$ cat src/rtl/hazard_scoreboard_ctrl.sv
// Pipeline hazard controller: tracks dest/Tnew of E/M/W instructions, raises stall
// on Tuse/Tnew conflicts or busy mult/div, and selects bypass sources for D and E operands.
module hazard_scoreboard_ctrl #(
    parameter int unsigned MD_MULT_CYCLES = 5,
    parameter int unsigned MD_DIV_CYCLES  = 10,
    parameter int unsigned CNT_W          = 4
) (
    input  logic       clk,
    input  logic       reset,
    input  logic [4:0] d_rs,
    input  logic [4:0] d_rt,
    input  logic [1:0] d_tuse_rs,
    input  logic [1:0] d_tuse_rt,
    input  logic [4:0] d_a3,
    input  logic [1:0] d_tnew,
    input  logic       d_md_start,
    input  logic       d_md_div,
    input  logic       d_md_use,
    output logic       stall,
    output logic [1:0] fwd_d_rs,
    output logic [1:0] fwd_d_rt,
    output logic [1:0] fwd_e_rs,
    output logic [1:0] fwd_e_rt,
    output logic       md_busy
);

    logic [4:0]       e_a3_q,   e_a3_d;
    logic [1:0]       e_tnew_q, e_tnew_d;
    logic [4:0]       e_rs_q,   e_rs_d;
    logic [4:0]       e_rt_q,   e_rt_d;
    logic [4:0]       m_a3_q,   m_a3_d;
    logic [1:0]       m_tnew_q, m_tnew_d;
    logic [4:0]       w_a3_q,   w_a3_d;
    logic [1:0]       w_tnew_q, w_tnew_d;
    logic [CNT_W-1:0] md_cnt_q, md_cnt_d;

    logic rs_hazard;
    logic rt_hazard;

    function automatic logic [1:0] sat_dec(input logic [1:0] t);
        return (t == 2'd0) ? 2'd0 : t - 2'd1;
    endfunction

    // A stage can bypass operand r only once its result exists (Tnew reached 0); $0 never matches.
    function automatic logic ready_match(input logic [4:0] r, input logic [4:0] a3,
                                         input logic [1:0] tnew);
        return (r != 5'd0) && (a3 == r) && (tnew == 2'd0);
    endfunction

    always_comb begin
        rs_hazard = (d_rs != 5'd0) &&
                    (((e_a3_q == d_rs) && (e_tnew_q > d_tuse_rs)) ||
                     ((m_a3_q == d_rs) && (m_tnew_q > d_tuse_rs)));
        rt_hazard = (d_rt != 5'd0) &&
                    (((e_a3_q == d_rt) && (e_tnew_q > d_tuse_rt)) ||
                     ((m_a3_q == d_rt) && (m_tnew_q > d_tuse_rt)));
        md_busy   = (md_cnt_q != '0);
        stall     = rs_hazard | rt_hazard | (d_md_use & md_busy);
    end

    always_comb begin
        fwd_d_rs = ready_match(d_rs, e_a3_q, e_tnew_q) ? 2'b01 :
                   ready_match(d_rs, m_a3_q, m_tnew_q) ? 2'b10 :
                   ready_match(d_rs, w_a3_q, w_tnew_q) ? 2'b11 : 2'b00;
        fwd_d_rt = ready_match(d_rt, e_a3_q, e_tnew_q) ? 2'b01 :
                   ready_match(d_rt, m_a3_q, m_tnew_q) ? 2'b10 :
                   ready_match(d_rt, w_a3_q, w_tnew_q) ? 2'b11 : 2'b00;
        fwd_e_rs = ready_match(e_rs_q, m_a3_q, m_tnew_q) ? 2'b10 :
                   ready_match(e_rs_q, w_a3_q, w_tnew_q) ? 2'b11 : 2'b00;
        fwd_e_rt = ready_match(e_rt_q, m_a3_q, m_tnew_q) ? 2'b10 :
                   ready_match(e_rt_q, w_a3_q, w_tnew_q) ? 2'b11 : 2'b00;
    end

    always_comb begin
        w_a3_d   = m_a3_q;
        w_tnew_d = sat_dec(m_tnew_q);
        m_a3_d   = e_a3_q;
        m_tnew_d = sat_dec(e_tnew_q);
        if (stall) begin
            e_a3_d   = '0;
            e_tnew_d = '0;
            e_rs_d   = '0;
            e_rt_d   = '0;
        end else begin
            e_a3_d   = d_a3;
            e_tnew_d = d_tnew;
            e_rs_d   = d_rs;
            e_rt_d   = d_rt;
        end
        // Issue is gated by stall, so a start seen while busy never reloads the counter.
        md_cnt_d = md_cnt_q;
        if (!stall && d_md_start) begin
            md_cnt_d = d_md_div ? CNT_W'(MD_DIV_CYCLES) : CNT_W'(MD_MULT_CYCLES);
        end else if (md_cnt_q != '0) begin
            md_cnt_d = md_cnt_q - CNT_W'(1);
        end
    end

    always_ff @(posedge clk) begin
        if (reset) begin
            e_a3_q   <= '0;
            e_tnew_q <= '0;
            e_rs_q   <= '0;
            e_rt_q   <= '0;
            m_a3_q   <= '0;
            m_tnew_q <= '0;
            w_a3_q   <= '0;
            w_tnew_q <= '0;
            md_cnt_q <= '0;
        end else begin
            e_a3_q   <= e_a3_d;
            e_tnew_q <= e_tnew_d;
            e_rs_q   <= e_rs_d;
            e_rt_q   <= e_rt_d;
            m_a3_q   <= m_a3_d;
            m_tnew_q <= m_tnew_d;
            w_a3_q   <= w_a3_d;
            w_tnew_q <= w_tnew_d;
            md_cnt_q <= md_cnt_d;
        end
    end

endmodule

$ cat config.mk
export PLATFORM = sky130hd
export DESIGN_NAME = hazard_scoreboard_ctrl
export DESIGN_NICKNAME = d
export VERILOG_FILES = /design/src/rtl/hazard_scoreboard_ctrl.sv
export SDC_FILE = /design/constraint.sdc
export NUM_CORES = 1
export LEC_CHECK = 0
export ABC_CLOCK_PERIOD_IN_PS = 2500
export CORE_MARGIN = 3
export CORE_UTILIZATION = 47
export CTS_BUF_LIST = sky130_fd_sc_hd__clkbuf_16
export DETAILED_ROUTE_END_ITERATION = 12
export GPL_TIMING_DRIVEN = 0
export PLACE_DENSITY = 0.85
export SKIP_CTS_REPAIR_TIMING = 1
export SLEW_MARGIN = 20
export SYNTH_ARGS = -nofsm -noshare
export SYNTH_HDL_FRONTEND = slang
export SYNTH_SLANG_ARGS = --single-unit
$ cat constraint.sdc
create_clock -name clk -period 2.5 [get_ports clk]
set_input_delay 0.5 -clock clk [delete_from_list [all_inputs] [get_ports clk]]
set_output_delay 0.5 -clock clk [all_outputs]
set_load 0.005 [all_outputs]
==> reports/qor.txt <==
Nets - 315
Cell area after synthesis - 2070 µm²
Setup ws final - -0.389 ns
Fin Clk Skew - 0.00380 ns
Hold WS - 0.424 ns
Core area - 4120 µm²
Max H-tree Level - 2
Fin crit period - 2.89 ns
Die Area - 5230 µm²
Final setup viols - 21
Number of global-route vias before repair - 1742
HP Class - reg2reg
Data arrival, critical path - 2.39 ns
Clk_lat worst skew - 0.28 ns
Fmax - 346 MHz
Root Buffer - clkbuf_16
Die Ht - 72.3 µm
CTS Buffer Depth - 2
ANT cells - 0
Cell area after layout - 2830 µm²
Slew HR - 68.7%
IO Pins - 36
DP Area - 2470 µm²
Residual DRC - 0
Final WL - 5.15 mm
Final core utilization - 68.7%
RR Endpoint - e_rt_q[0]
Final Hold Fails - 0
Router iterations before antenna repair - 4
Distinct cells, synth - 32
Lkg Pwr - 1.26 nW
Gr ovfl total - 0
Vias - 1777
Gpl congestion - 0.891
Share of layout cells above drive strength 1 - 22.7%
PortBufs - 33
CP Capture Type - primary output
CTS buffer count - 5
Site Rows - 23
Syn avg cell area - 8.80 µm²
Total Routing Usage GR - 19.7%
Initial antenna violation count - 0
Max Slew Vio Count - 0
CP Data Required Time - 2.00 ns
Setup crit start - d_rs[3]
Post-Syn Instances - 235
WS Path Type - in2out
Max FO, Critical Path - 5
CTS Sinks - 35
Worst reg2reg startpoint - m_tnew_q[1]
Largest net degree at the start of global routing - 11
R2r setup slk - -0.02 ns
Power per cell area - 795 nW/µm²
Initial Utilization - 50.3%
CP Launch Type - primary input
Reg clk slew, reported paths - 0.05 ns
Violated checks - setup timing
Peak supply drop - 0.550 mV
Fillers - 315
Tightest Pin Transition - 0.470 ns
Setup crit end - stall
CTS tree - built
Layout area overhead - 36.7%
Via-per-instance ratio - 5.42
Placed insts - 318
Ys Warns - 0
DRT antenna net count - 0
Setup TNS Final - -2.50 ns
Global-route wire length before repair - 7.79 mm
DRT iter0 DRCs - 101
Wire length per cell - 15.7 µm
Layout Cells excl Fill - 328
Synth Net Count - 273
Sequential share of the synthesized area - 33.9%
Die X - 72.3 µm
Max_cap viols - 0
Status - complete, but fails checks
Seq cells post-synth - 35
Tcrit/Tclk final - 116%
RSZ-0062 raised after global routing - yes
Dpl hpwl - 3.67 mm
R2R cell count - 9
## per-layer routing
layer	global-route usage (%)	share of wire (%)	vias up	routed length [µm]
li1	-	-	867	-
met1	23.2	38	825	1980
met2	31.4	52	68	2680
met3	5.68	6.3	17	323
met4	11.9	3.4	0	177
met5	0	0	-	0
## metrics by stage
step,power [mW],worst slack [ns]
2_1_floorplan,1.28,-0.0815
3_3_place_gp,1.53,-1.20
3_5_place_dp,1.56,-1.21
4_1_cts,2.13,-1.23
5_1_grt,2.41,-0.419
6_report,2.25,-0.389
## critical path, stage by stage
cell	delay, ns
buf_4	0.14
or4_4	0.53
or2_4	0.27
nor4b_4	0.13
or4_4	0.53
nand2b_4	0.16
buf_6	0.11
## cells by family after synthesis
logic type	after synthesis	synth area share [%]
AND/OR/NAND/NOR	92	26.3
multiplexers	2	1.09
adder cells (fa/ha/maj)	12	7.26
AO/OA/AOI/OAI	19	5.69
buffers and inverters	25	4.60
XOR/XNOR	50	21.2
flip-flops	35	33.9
## placed cells by master (no fill, tap or decap), drive strengths merged, types with 3 or more instances in the layout
cell	instances
or4	5
nand2	8
xor2	14
ha	12
dfxtp	35
nor2b	13
and2	18
dlymetal6s2s	11
clkbuf	11
nand3	6
or2	4
nor4	6
buf	16
clkdlybuf4s50	14
o21ai	3
a21oi	8
nor2	9
nand4	4
inv	15
xnor2	36
nor3	13
## sequential cells by signal, indices dropped and copies added (netlist names)
register,cells
w_tnew_q,2
e_rt_q,5
e_rs_q,5
m_a3_q,5
e_tnew_q,2
m_tnew_q,2
e_a3_q,5
w_a3_q,5
md_cnt_q,4
## power breakdown
group | internal (mW) | leakage [nW] | switching, mW
clock network | 0.359 | 0.0762 | 0.206
logic | 0.501 | 0.894 | 0.420
registers | 0.657 | 0.291 | 0.105
## cell usage after synthesis (all sizes together)
cell type  count  area share, %
mux2           2            1.1
or4            5            2.0
a21oi          8            1.9
or4b           1           0.67
inv           13            2.4
and2          18            5.4
nor2           9            1.6
nor3b          1           0.91
o31ai          2           0.73
a2111oi        2           0.85
nor2b         13            3.9
xor2          14            5.9
nand2b         1           0.30
clkbuf        11            2.1
nand3          6            1.5
buf            1           0.18
o21bai         2           0.73
o211ai         2           0.73
nor4b          2           0.85
nor3          13            3.1
dfxtp         35             34
o21ai          3           0.73
or3            1           0.30
xnor2         36             15
nand2          8            1.5
or2            4            1.2
ha            12            7.3
nand4          4            1.2
nor4           6            1.8
## area by class of cell
| class | instances | area (µm²) | area share [%] |
|---|---|---|---|
| Buffer | 6 | 30.0 | 1.06 |
| Tap cell | 50 | 62.6 | 2.21 |
| Sequential cell | 35 | 711 | 25.1 |
| Clock inverter | 3 | 12.5 | 0.442 |
| Inverter | 13 | 48.8 | 1.73 |
| Clock buffer | 5 | 125 | 4.42 |
| Multi-Input combinational cell | 175 | 1420 | 50.2 |
| Timing Repair Buffer | 41 | 418 | 14.8 |
## how the worst min path moves through the flow
stage          slack, ns          end   startpoint  cells past startpoint
6_report            0.42  m_tnew_q[0]  e_tnew_q[0]                      1
5_1_grt             0.46  m_tnew_q[0]  e_tnew_q[0]                      1
4_1_cts             0.43  m_tnew_q[0]  e_tnew_q[0]                      1
3_5_place_dp        0.42  m_tnew_q[0]  e_tnew_q[0]                      1
3_3_place_gp        0.41  m_tnew_q[0]  e_tnew_q[0]                      1
2_1_floorplan       0.40  m_tnew_q[0]  e_tnew_q[0]                      1
Power figures use the tool's default switching activity.
